--- src/rtl/clock_pkg.sv ---
// Shared constants and types for the digital clock time-set path.
// Holds the counter limits, field widths, FSM state encoding and the
// display-highlight codes used by clock_set_ctrl.
package clock_pkg;

  localparam int unsigned MIN_MAX  = 59;
  localparam int unsigned HOUR_MAX = 23;
  localparam int unsigned MIN_W    = 6;
  localparam int unsigned HOUR_W   = 5;
  localparam int unsigned SEL_W    = 2;

  typedef enum logic [1:0] {
    ST_RUN      = 2'd0,
    ST_SET_HOUR = 2'd1,
    ST_SET_MIN  = 2'd2,
    ST_COMMIT   = 2'd3
  } state_e;

  localparam logic [SEL_W-1:0] SEL_NONE = 2'b00;
  localparam logic [SEL_W-1:0] SEL_HOUR = 2'b01;
  localparam logic [SEL_W-1:0] SEL_MIN  = 2'b10;

  // Display highlight for a given state.
  function automatic logic [SEL_W-1:0] sel_decode(input state_e s);
    case (s)
      ST_SET_HOUR: sel_decode = SEL_HOUR;
      ST_SET_MIN:  sel_decode = SEL_MIN;
      default:     sel_decode = SEL_NONE;
    endcase
  endfunction

endpackage

--- src/rtl/button_edge_repeat.sv ---
// Button front end: 2-flop synchronizer, rising-edge detector and an
// optional hold-to-repeat counter.
// Ports:
//   clk_i   - clock
//   rst_i   - asynchronous active-high reset
//   btn_i   - raw asynchronous button level
//   press_c - one-cycle press pulse (combinational from registered state)
module button_edge_repeat #(
  parameter bit          REPEAT_EN     = 1'b1,
  parameter int unsigned REPEAT_DELAY  = 8,
  parameter int unsigned REPEAT_PERIOD = 4
) (
  input  logic clk_i,
  input  logic rst_i,
  input  logic btn_i,
  output logic press_c
);

  localparam int unsigned CNT_MAX = (REPEAT_DELAY > REPEAT_PERIOD) ? REPEAT_DELAY : REPEAT_PERIOD;
  localparam int unsigned CNT_W   = $clog2(CNT_MAX + 1);

  logic [1:0]       sync_q;
  logic             prev_q;
  logic [CNT_W-1:0] cnt_q, cnt_d;
  logic             level, rise, held, rep;

  assign level = sync_q[1];
  assign rise  = level & ~prev_q;
  assign held  = level & prev_q;

  // Synchronizer, edge history and repeat countdown.
  always_ff @(posedge clk_i or posedge rst_i) begin
    if (rst_i) begin
      sync_q <= '0;
      prev_q <= 1'b0;
      cnt_q  <= '0;
    end else begin
      sync_q <= {sync_q[0], btn_i};
      prev_q <= level;
      cnt_q  <= cnt_d;
    end
  end

  // Countdown to the next repeat: loaded with the delay on the edge,
  // reloaded with the period each time it fires, cleared on release.
  always_comb begin
    cnt_d = cnt_q;
    rep   = 1'b0;
    if (!REPEAT_EN) begin
      cnt_d = '0;
    end else if (rise) begin
      cnt_d = CNT_W'(REPEAT_DELAY);
    end else if (held) begin
      if (cnt_q == CNT_W'(1)) begin
        rep   = 1'b1;
        cnt_d = CNT_W'(REPEAT_PERIOD);
      end else if (cnt_q != '0) begin
        cnt_d = cnt_q - CNT_W'(1);
      end
    end else begin
      cnt_d = '0;
    end
  end

  assign press_c = rise | rep;

endmodule

--- src/rtl/clock_set_ctrl.sv ---
// Time-set controller: turns mode/increment buttons into parallel-load
// strobes for the minute and hour counters, freezing the minute counter
// while the time is edited.
// Ports:
//   clock, reset          - clock and asynchronous active-high reset
//   btn_mode, btn_inc     - raw asynchronous buttons
//   count_min, count_hour - current counter values (captured on edit entry)
//   enable_min            - minute counter run enable (RUN only)
//   load_min/data_min     - minute counter load strobe and value
//   load_hour/data_hour   - hour counter load strobe and value
//   edit_sel              - display highlight (00 none, 01 hour, 10 minute)
module clock_set_ctrl #(
  parameter int unsigned MIN_MAX       = clock_pkg::MIN_MAX,
  parameter int unsigned HOUR_MAX      = clock_pkg::HOUR_MAX,
  parameter int unsigned REPEAT_DELAY  = 8,
  parameter int unsigned REPEAT_PERIOD = 4
) (
  input  logic                          clock,
  input  logic                          reset,
  input  logic                          btn_mode,
  input  logic                          btn_inc,
  input  logic [clock_pkg::MIN_W-1:0]   count_min,
  input  logic [clock_pkg::HOUR_W-1:0]  count_hour,
  output logic                          enable_min,
  output logic                          load_min,
  output logic [clock_pkg::MIN_W-1:0]   data_min,
  output logic                          load_hour,
  output logic [clock_pkg::HOUR_W-1:0]  data_hour,
  output logic [clock_pkg::SEL_W-1:0]   edit_sel
);

  import clock_pkg::*;

  logic mode_press, inc_press;

  button_edge_repeat #(
    .REPEAT_EN     (1'b0),
    .REPEAT_DELAY  (REPEAT_DELAY),
    .REPEAT_PERIOD (REPEAT_PERIOD)
  ) u_mode_btn (
    .clk_i   (clock),
    .rst_i   (reset),
    .btn_i   (btn_mode),
    .press_c (mode_press)
  );

  button_edge_repeat #(
    .REPEAT_EN     (1'b1),
    .REPEAT_DELAY  (REPEAT_DELAY),
    .REPEAT_PERIOD (REPEAT_PERIOD)
  ) u_inc_btn (
    .clk_i   (clock),
    .rst_i   (reset),
    .btn_i   (btn_inc),
    .press_c (inc_press)
  );

  state_e              state_q, state_d;
  logic [HOUR_W-1:0]   edit_hour_q, edit_hour_d;
  logic [MIN_W-1:0]    edit_min_q, edit_min_d;
  logic [HOUR_W-1:0]   data_hour_q, data_hour_d;
  logic [MIN_W-1:0]    data_min_q, data_min_d;
  logic                load_q, load_d;
  logic                enable_q, enable_d;
  logic [SEL_W-1:0]    sel_q, sel_d;

  // State, edit and output registers.
  always_ff @(posedge clock or posedge reset) begin
    if (reset) begin
      state_q     <= ST_RUN;
      edit_hour_q <= '0;
      edit_min_q  <= '0;
      data_hour_q <= '0;
      data_min_q  <= '0;
      load_q      <= 1'b0;
      enable_q    <= 1'b1;
      sel_q       <= SEL_NONE;
    end else begin
      state_q     <= state_d;
      edit_hour_q <= edit_hour_d;
      edit_min_q  <= edit_min_d;
      data_hour_q <= data_hour_d;
      data_min_q  <= data_min_d;
      load_q      <= load_d;
      enable_q    <= enable_d;
      sel_q       <= sel_d;
    end
  end

  // Next state and edit values; mode is checked first so it wins over inc.
  always_comb begin
    state_d     = state_q;
    edit_hour_d = edit_hour_q;
    edit_min_d  = edit_min_q;
    case (state_q)
      ST_RUN: begin
        if (mode_press) begin
          edit_hour_d = (count_hour > HOUR_W'(HOUR_MAX)) ? '0 : count_hour;
          edit_min_d  = (count_min > MIN_W'(MIN_MAX)) ? '0 : count_min;
          state_d     = ST_SET_HOUR;
        end
      end
      ST_SET_HOUR: begin
        if (mode_press) begin
          state_d = ST_SET_MIN;
        end else if (inc_press) begin
          edit_hour_d = (edit_hour_q >= HOUR_W'(HOUR_MAX)) ? '0 : edit_hour_q + HOUR_W'(1);
        end
      end
      ST_SET_MIN: begin
        if (mode_press) begin
          state_d = ST_COMMIT;
        end else if (inc_press) begin
          edit_min_d = (edit_min_q >= MIN_W'(MIN_MAX)) ? '0 : edit_min_q + MIN_W'(1);
        end
      end
      ST_COMMIT: state_d = ST_RUN;
      default:   state_d = ST_RUN;
    endcase
  end

  // Outputs are registered from the next state so they line up with it.
  always_comb begin
    load_d      = (state_d == ST_COMMIT);
    enable_d    = (state_d == ST_RUN);
    sel_d       = sel_decode(state_d);
    data_hour_d = load_d ? edit_hour_d : data_hour_q;
    data_min_d  = load_d ? edit_min_d  : data_min_q;
  end

  assign enable_min = enable_q;
  assign load_min   = load_q;
  assign load_hour  = load_q;
  assign data_min   = data_min_q;
  assign data_hour  = data_hour_q;
  assign edit_sel   = sel_q;

endmodule

--- config.mk ---
export PLATFORM = sky130hd
export DESIGN_NAME = clock_set_ctrl
export DESIGN_NICKNAME = d
export VERILOG_FILES = /design/src/rtl/clock_pkg.sv /design/src/rtl/button_edge_repeat.sv /design/src/rtl/clock_set_ctrl.sv
export SDC_FILE = /design/constraint.sdc
export NUM_CORES = 1
export LEC_CHECK = 0
export CORE_ASPECT_RATIO = 1.25
export CORE_UTILIZATION = 56
export DETAILED_ROUTE_END_ITERATION = 7
export DONT_BUFFER_PORTS = 1
export PLACE_DENSITY = 0.83
export SLEW_MARGIN = 30
export SYNTH_ARGS = -nofsm -noshare
export SYNTH_HDL_FRONTEND = slang
export SYNTH_SLANG_ARGS = --single-unit
--- constraint.sdc ---
create_clock -name clock -period 2 [get_ports clock]
set_clock_uncertainty 0.15 [all_clocks]
set_input_delay 0.3 -clock clock [delete_from_list [all_inputs] [get_ports clock]]
set_output_delay 0.3 -clock clock [all_outputs]
set_load 0.1 [all_outputs]
**After elaboration in Yosys (flattened, before gate mapping)**

Index checks and enable logic that the tools add are counted.

- Add/sub/neg operators: 3
- Bitwise gates (word level): 6
- Equal/unequal tests: 8
- Multiplexer cells: 24
- $mul: 0
- Magnitude comparators: 4
- Reductions and logical operators: 3
- Div/mod/pow operators: 0
- Shift operators: 0

Operators by type and width:

| cell | number |
|---|---|
| 6-bit 2-to-1 mux | 5 |
| 5-bit 2-to-1 mux | 5 |
| 4-bit 2-to-1 mux | 4 |
| 6-bit case mux with 2 select lines | 1 |
| 5-bit case mux with 2 select lines | 1 |
| 2-bit equality test, second input constant | 4 |
| 2-bit case mux with 4 select lines | 1 |
| 6-bit by 1-bit adder with 6-bit output, second input constant | 1 |
| 6-bit >= comparator, second input constant | 1 |
| 6-bit > comparator, second input constant | 1 |
| 2-bit 2-to-1 mux | 3 |
| 5-bit by 1-bit adder with 5-bit output, second input constant | 1 |
| 5-bit >= comparator, second input constant | 1 |
| 5-bit > comparator, second input constant | 1 |
| 2-bit by 1-bit equality test with 1-bit output, second input constant | 2 |
| 4-bit by 1-bit equality test with 1-bit output, second input constant | 1 |
| 2-bit logical NOT | 2 |
| 4-bit by 3-bit != test with 1-bit output, second input constant | 1 |
| 2-bit case mux with 2 select lines | 1 |
| 4-bit nonzero test | 1 |
| 4-bit by 1-bit subtractor with 4-bit output, second input constant | 1 |
| 1-bit bitwise AND | 3 |
| 1-bit 2-to-1 mux | 3 |
| 1-bit NOT | 2 |
| 1-bit bitwise OR | 1 |

- Latch bits: 0
- Flip-flop bits (word level): 38
- Memories: 0
- Input port bits: 15
- RAM bits: 0
- Output and inout bits: 16
- Memory bits (read-only): 0

**Logic depth before layout (Yosys ltp)**

- Word-level depth: 8
- Depth in mapped cells: 6
- Mapped depth without buffers: 6

**Modules after synthesis**

Synthesis repeated with hierarchy kept, for this count alone.

- Cell total of the unflattened synthesis: 195
- Area, all modules: 2033.2 um2

Modules (own cells, without submodules):

| module | times used | area each (um2) | cells an instance |
|---|---|---|---|
| clock_set_ctrl | 1 | 1601.5 | 160 |
| button_edge_repeat at u_inc_btn | 1 | 339.1 | 30 |
| button_edge_repeat at u_mode_btn | 1 | 92.6 | 5 |

**Worst setup path before layout**

OpenSTA, ideal clock, no wires.

- Path kind: reg2reg
- Start: register u_inc_btn.cnt_q[1]
- End: register edit_hour_q[3]
- Setup time: 96 ps
- Path buffers: 0
- Stages on the path, launching flop included: 7
- Required time: 1754 ps
- Period minus slack after synthesis: 2001 ps
- Setup slack: -1 ps
- Arrival: 1756 ps
- Cell sequence: dfrtp_1 > inv_1 > ha_1 > or3b_4 > a211oi_4 > a21boi_1 > o32ai_2

- Longest elaborated chain between the ends: 8

RTL lines:

| what | line | RTL |
|---|---|---|
| start, declared | button_edge_repeat.sv:24 | `logic [CNT_W-1:0] cnt_q, cnt_d;` |
| start signal, assigned | button_edge_repeat.sv:40 | `cnt_q <= cnt_d;` |
| 4-bit by 1-bit equality test with 1-bit output | button_edge_repeat.sv:54 | `if (cnt_q == CNT_W'(1)) begin` |
| 1-bit 2-to-1 mux | button_edge_repeat.sv:54 |  |
| 1-bit 2-to-1 mux | button_edge_repeat.sv:53 | `end else if (held) begin` |
| 1-bit 2-to-1 mux | button_edge_repeat.sv:51 | `end else if (rise) begin` |
| 1-bit bitwise OR | button_edge_repeat.sv:65 | `assign press_c = rise \| rep;` |
| 5-bit 2-to-1 mux | clock_set_ctrl.sv:106 | `end else if (inc_press) begin` |
| 5-bit 2-to-1 mux | clock_set_ctrl.sv:104 | `if (mode_press) begin` |
| 5-bit case mux with 2 select lines | clock_set_ctrl.sv:95 | `case (state_q)` |
| via edit_hour_d[3] | clock_set_ctrl.sv:59 | `logic [HOUR_W-1:0] edit_hour_q, edit_hour_d;` |
| end signal, assigned | clock_set_ctrl.sv:80 | `edit_hour_q <= edit_hour_d;` |
| end, declared | clock_set_ctrl.sv:59 |  |

The timed path passes the listed nets, and every way through them passes these cells.
A chain may end at the register's enable or synchronous reset.

**Final worst setup path**

- Start: register u_inc_btn.cnt_q[1]
- End: register edit_min_q[1]

- Longest elaborated chain between the ends: 8

RTL lines:

| what | line | RTL |
|---|---|---|
| 4-bit by 1-bit equality test with 1-bit output | button_edge_repeat.sv:54 |  |
| 1-bit 2-to-1 mux | button_edge_repeat.sv:54 |  |
| 1-bit 2-to-1 mux | button_edge_repeat.sv:53 |  |
| 1-bit 2-to-1 mux | button_edge_repeat.sv:51 |  |
| 1-bit bitwise OR | button_edge_repeat.sv:65 |  |
| 6-bit 2-to-1 mux | clock_set_ctrl.sv:113 | `end else if (inc_press) begin` |
| 6-bit 2-to-1 mux | clock_set_ctrl.sv:111 | `if (mode_press) begin` |
| 6-bit case mux with 2 select lines | clock_set_ctrl.sv:95 |  |
| via edit_min_d[1] | clock_set_ctrl.sv:60 | `logic [MIN_W-1:0] edit_min_q, edit_min_d;` |
| end signal, assigned | clock_set_ctrl.sv:81 | `edit_min_q <= edit_min_d;` |
| end, declared | clock_set_ctrl.sv:60 |  |

The timed path passes the listed nets, and every way through them passes these cells.

==> Implementation_results.wiki <==
{| class="wikitable"
! Metric !! Value
|-
| Count of endpoints failing setup in the final report || 0
|-
| Sequential cell area || around 950 um^2
|-
| Most frequently used cell type in the post-synthesis netlist || sky130_fd_sc_hd__dfrtp_1
|-
| Crit-path cells || inv_2 -> ha_4 -> or3b_4 -> a211oi_4 -> buf_6 -> mux2i_2 -> o21ai_1
|-
| Global-route wire length before repair || 6690 um
|-
| Die height || 68.4 um
|-
| CORE AREA || between 0.003 and 0.004 mm^2
|-
| Critical Setup Path Class || reg -> reg
|-
| Primary FF master, synth || sky130_fd_sc_hd__dfrtp_1
|-
| Flip-flop and latch count after synthesis || 38
|-
| Least-Margin Pin Slew || a little under 0.5 ns
|-
| Clk Tree Root Cell || sky130_fd_sc_hd__clkbuf_8
|-
| Relative slew slack || 0.672
|-
| Top cells by area, synth || sky130_fd_sc_hd__dfrtp_1, sky130_fd_sc_hd__mux2_1, sky130_fd_sc_hd__ha_1
|-
| Synthesized area per cell || ~10 um^2
|-
| Fin nets || about 240
|-
| Instance area at placement || about 0.0022 mm^2
|-
| Post-synth top cells || sky130_fd_sc_hd__dfrtp_1, sky130_fd_sc_hd__nand2_1, sky130_fd_sc_hd__a21oi_1, sky130_fd_sc_hd__inv_1, sky130_fd_sc_hd__nor2_1
|-
| Share of the synthesized area in the top cell type || 0.469
|-
| Kind of capture point of the worst setup path || flop
|-
| Worst EP required || around 2 ns
|-
| Sum of internal, switching and leakage power || roughly 4.0 mW
|-
| Clock latency at the later pin of the worst-skew pair || approximately 0.29 ns
|-
| Number of antenna violations at the first check in global routing || 0
|-
| Number of max-cap violations || 0
|-
| Final antenna diode count || 0
|-
| Number of synthesized flops with an enable pin || 0
|-
| Class of the worst hold path || in -> reg
|-
| Netlist Area Pre-Place || between 0.0015 and 0.002 mm^2
|-
| Via count of the routed design || 1586
|-
| Largest fanout on the critical path || 7
|-
| HPWL reported at the end of detailed placement || a little over 3000 um
|-
| Cell area after layout || 0.00235 mm^2
|-
| Filler Cell Count || 223
|-
| DRT Wirelength || around 4300 um
|-
| TritonCTS clock tree || yes
|-
| IO Pins || 31
|-
| Via count of the first global-routing pass || between 1500 and 2000
|-
| Area growth from synthesis to layout || 19.3%
|-
| Nature of the critical path startpoint || flop
|-
| Total congestion overflow || 0
|-
| Area of the multi-input gates || 960 um^2
|-
| Cell count after placement || 242
|-
| Initial core utilization || 0.601
|-
| Placement row count || 23
|-
| Result of the run || completed
|-
| Fraction of layout cells with a size suffix above 1 || 0.223
|-
| Async SR Flop Fraction || 1.00
|-
| Detailed Routing Iterations Pass 1 || 4
|-
| TritonCTS sink count || 38
|-
| Sequential element share of the synthesized area || 0.483
|-
| Count of input and output buffers || 0
|-
| Max-slew violation total from the final report || 0
|-
| Final Hold Fails || 0
|-
| Number of vias per cell after detailed routing || about 6.2
|-
| Cell count after synthesis || roughly 190
|-
| Highest clock frequency the design can meet || roughly 510 MHz
|-
| Post-route fraction of the period consumed by the critical path || 0.980
|-
| Leakage || roughly 1.0 nW
|-
| TritonCTS Buffers || 5
|-
| Number of warnings reported in the yosys synthesis log || 0
|-
| Post-DRT Antenna Nets || 0
|-
| Total power per unit cell area || ~1700 mW/mm^2
|-
| Maximum number of pins on one net before global-route repair || 39
|-
| Clock H-tree levels || 2
|-
| CP peak stage delay || 0.39 ns
|-
| Buffer levels on the longest clock path || 2
|-
| DRC violation count after routing || 0
|-
| Setup repair after global routing missed its margin || true
|-
| Final Wtd Congestion || a little over 0.9
|-
| Mean routed wirelength per cell || 16.6 um
|-
| Minimum clock period after layout || 1.96 ns
|-
| Post-layout instance count excluding filler cells || between 200 and 300
|-
| Width of the die || ~55 um
|-
| Peak VDD IR || about 1.4 mV
|-
| Clock-pin slew of the registers on the worst-case setup and hold paths || roughly 0.070 ns
|-
| Area enclosed by the die boundary || roughly 0.0038 mm^2
|-
| Critical path arrival || just under 2 ns
|-
| Post-synth net total || 209
|-
| Library cell with the largest summed area after synthesis || sky130_fd_sc_hd__dfrtp_1
|-
| Critical path's slowest cell || sky130_fd_sc_hd__dfrtp_1
|-
| Unique masters post-synth || 49
|-
| Gr usage total || 0.252
|-
| DRT iter0 DRCs || 61
|}
[power by group]
part           total, mW  internal [mW]  switching [mW]
clock network      0.529          0.281           0.248
registers           1.42           1.03           0.391
logic               2.01          0.612            1.39
total               3.96           1.93            2.03
[critical path, delay by kind of cell, from the launching register on]
kind / cells / cell delay, ns
compound gates: 2 / 0.30
fa+ha+maj: 1 / 0.13
buf+inv: 2 / 0.26
flops: 1 / 0.39
mux: 1 / 0.23
simple gates: 1 / 0.39
[registers in the layout, indices dropped and copies added (netlist names)]
name               flops
enable_min             1
state_q                2
edit_min_q             6
u_inc_btn.sync_q       2
load_hour              1
edit_sel               2
u_inc_btn.prev_q       1
u_mode_btn.sync_q      2
u_inc_btn.cnt_q        4
data_hour              5
u_mode_btn.prev_q      1
edit_hour_q            5
data_min               6
[routing by layer]
metal  up-vias  track usage  wire, um
met5         -            0         0
met4         0        0.125        26
met3         2       0.0889       268
met2        54        0.410      2170
met1       764        0.287      1800
li1        766            -         -
[worst paths after layout]
path	startpoint	endpoint	slack [ns]	cells past startpoint
worst max-delay path	u_inc_btn.cnt_q[1]$_DFFE_PP0P_	edit_min_q[1]$_DFF_PP0_	0.04	7
worst min-delay path	count_hour[1]	edit_hour_q[1]$_DFF_PP0_	0.007	2
worst max register to register	u_inc_btn.cnt_q[1]$_DFFE_PP0P_	edit_min_q[1]$_DFF_PP0_	0.04	7
worst min register to register	u_mode_btn.sync_q[0]$_DFF_PP0_	u_mode_btn.sync_q[1]$_DFF_PP0_	0.20	0
max in group asynchronous	reset	u_inc_btn.cnt_q[0]$_DFFE_PP0P_	0.93	3
min in group asynchronous	reset	edit_hour_q[2]$_DFF_PP0_	0.41	3
[cell families (layout without fill, tap and decap cells)]
group	count (synthesis)	in the layout	share of synthesized area
simple gates	51	51	0.141
fa+ha+maj	5	5	0.0317
flops	38	38	0.483
buf+inv	19	50	0.0393
compound gates	62	62	0.229
mux	14	14	0.0767
[cell type report]
class,instances,area share
well taps,37,0.0197
inverters,10,0.0159
clock buffers,8,0.0383
repair buffers,32,0.113
multi-input cells,132,0.408
flip-flops and latches,38,0.405
[repair_timing]
action,in CTS,in global routing
hold endpoints to repair,40,0
endpoints found under the setup margin,5,5
hold buffers,4,0
resized for setup,3,3
pin swaps,0,0
setup buffers,1,2
[metrics by stage]
step	worst slack (ns)	hold WS (ns)	TNS, ns	utilization
final	0.0403	0.00697	0	0.718
after global routing	-0.0126	0.0124	-0.0152	0.718
after CTS	0.0117	0.00303	0	0.709
after detailed placement	-0.0567	0.181	-0.150	0.665
after global placement	0.0916	0.173	0	0.665
after floorplan	0.0273	0.181	0	-
[placed cells by master, fill, tap and decap left out, types with 2 or more instances in the layout]
cell type,n
sky130_fd_sc_hd__dlygate4sd3_1,4
sky130_fd_sc_hd__a31oi_1,3
sky130_fd_sc_hd__mux2_1,7
sky130_fd_sc_hd__dfrtp_2,2
sky130_fd_sc_hd__nand2b_1,4
sky130_fd_sc_hd__clkbuf_1,2
sky130_fd_sc_hd__ha_1,4
sky130_fd_sc_hd__a21oi_1,9
sky130_fd_sc_hd__clkbuf_8,6
sky130_fd_sc_hd__o21ai_1,4
sky130_fd_sc_hd__a211oi_1,5
sky130_fd_sc_hd__nor3_1,5
sky130_fd_sc_hd__a21o_1,4
sky130_fd_sc_hd__o211ai_1,7
sky130_fd_sc_hd__nand2_1,11
sky130_fd_sc_hd__nor2b_1,4
sky130_fd_sc_hd__o21bai_1,3
sky130_fd_sc_hd__nor2_1,9
sky130_fd_sc_hd__a22oi_1,7
sky130_fd_sc_hd__mux2_2,2
sky130_fd_sc_hd__inv_1,8
sky130_fd_sc_hd__nand3_1,6
sky130_fd_sc_hd__buf_4,26
sky130_fd_sc_hd__inv_2,2
sky130_fd_sc_hd__dfrtp_1,35
sky130_fd_sc_hd__a2bb2oi_1,2
sky130_fd_sc_hd__or4_1,2
sky130_fd_sc_hd__nand4_1,2
sky130_fd_sc_hd__o21ai_0,6
sky130_fd_sc_hd__mux2i_1,4
Note: power is estimated with default switching activity, not from simulation.
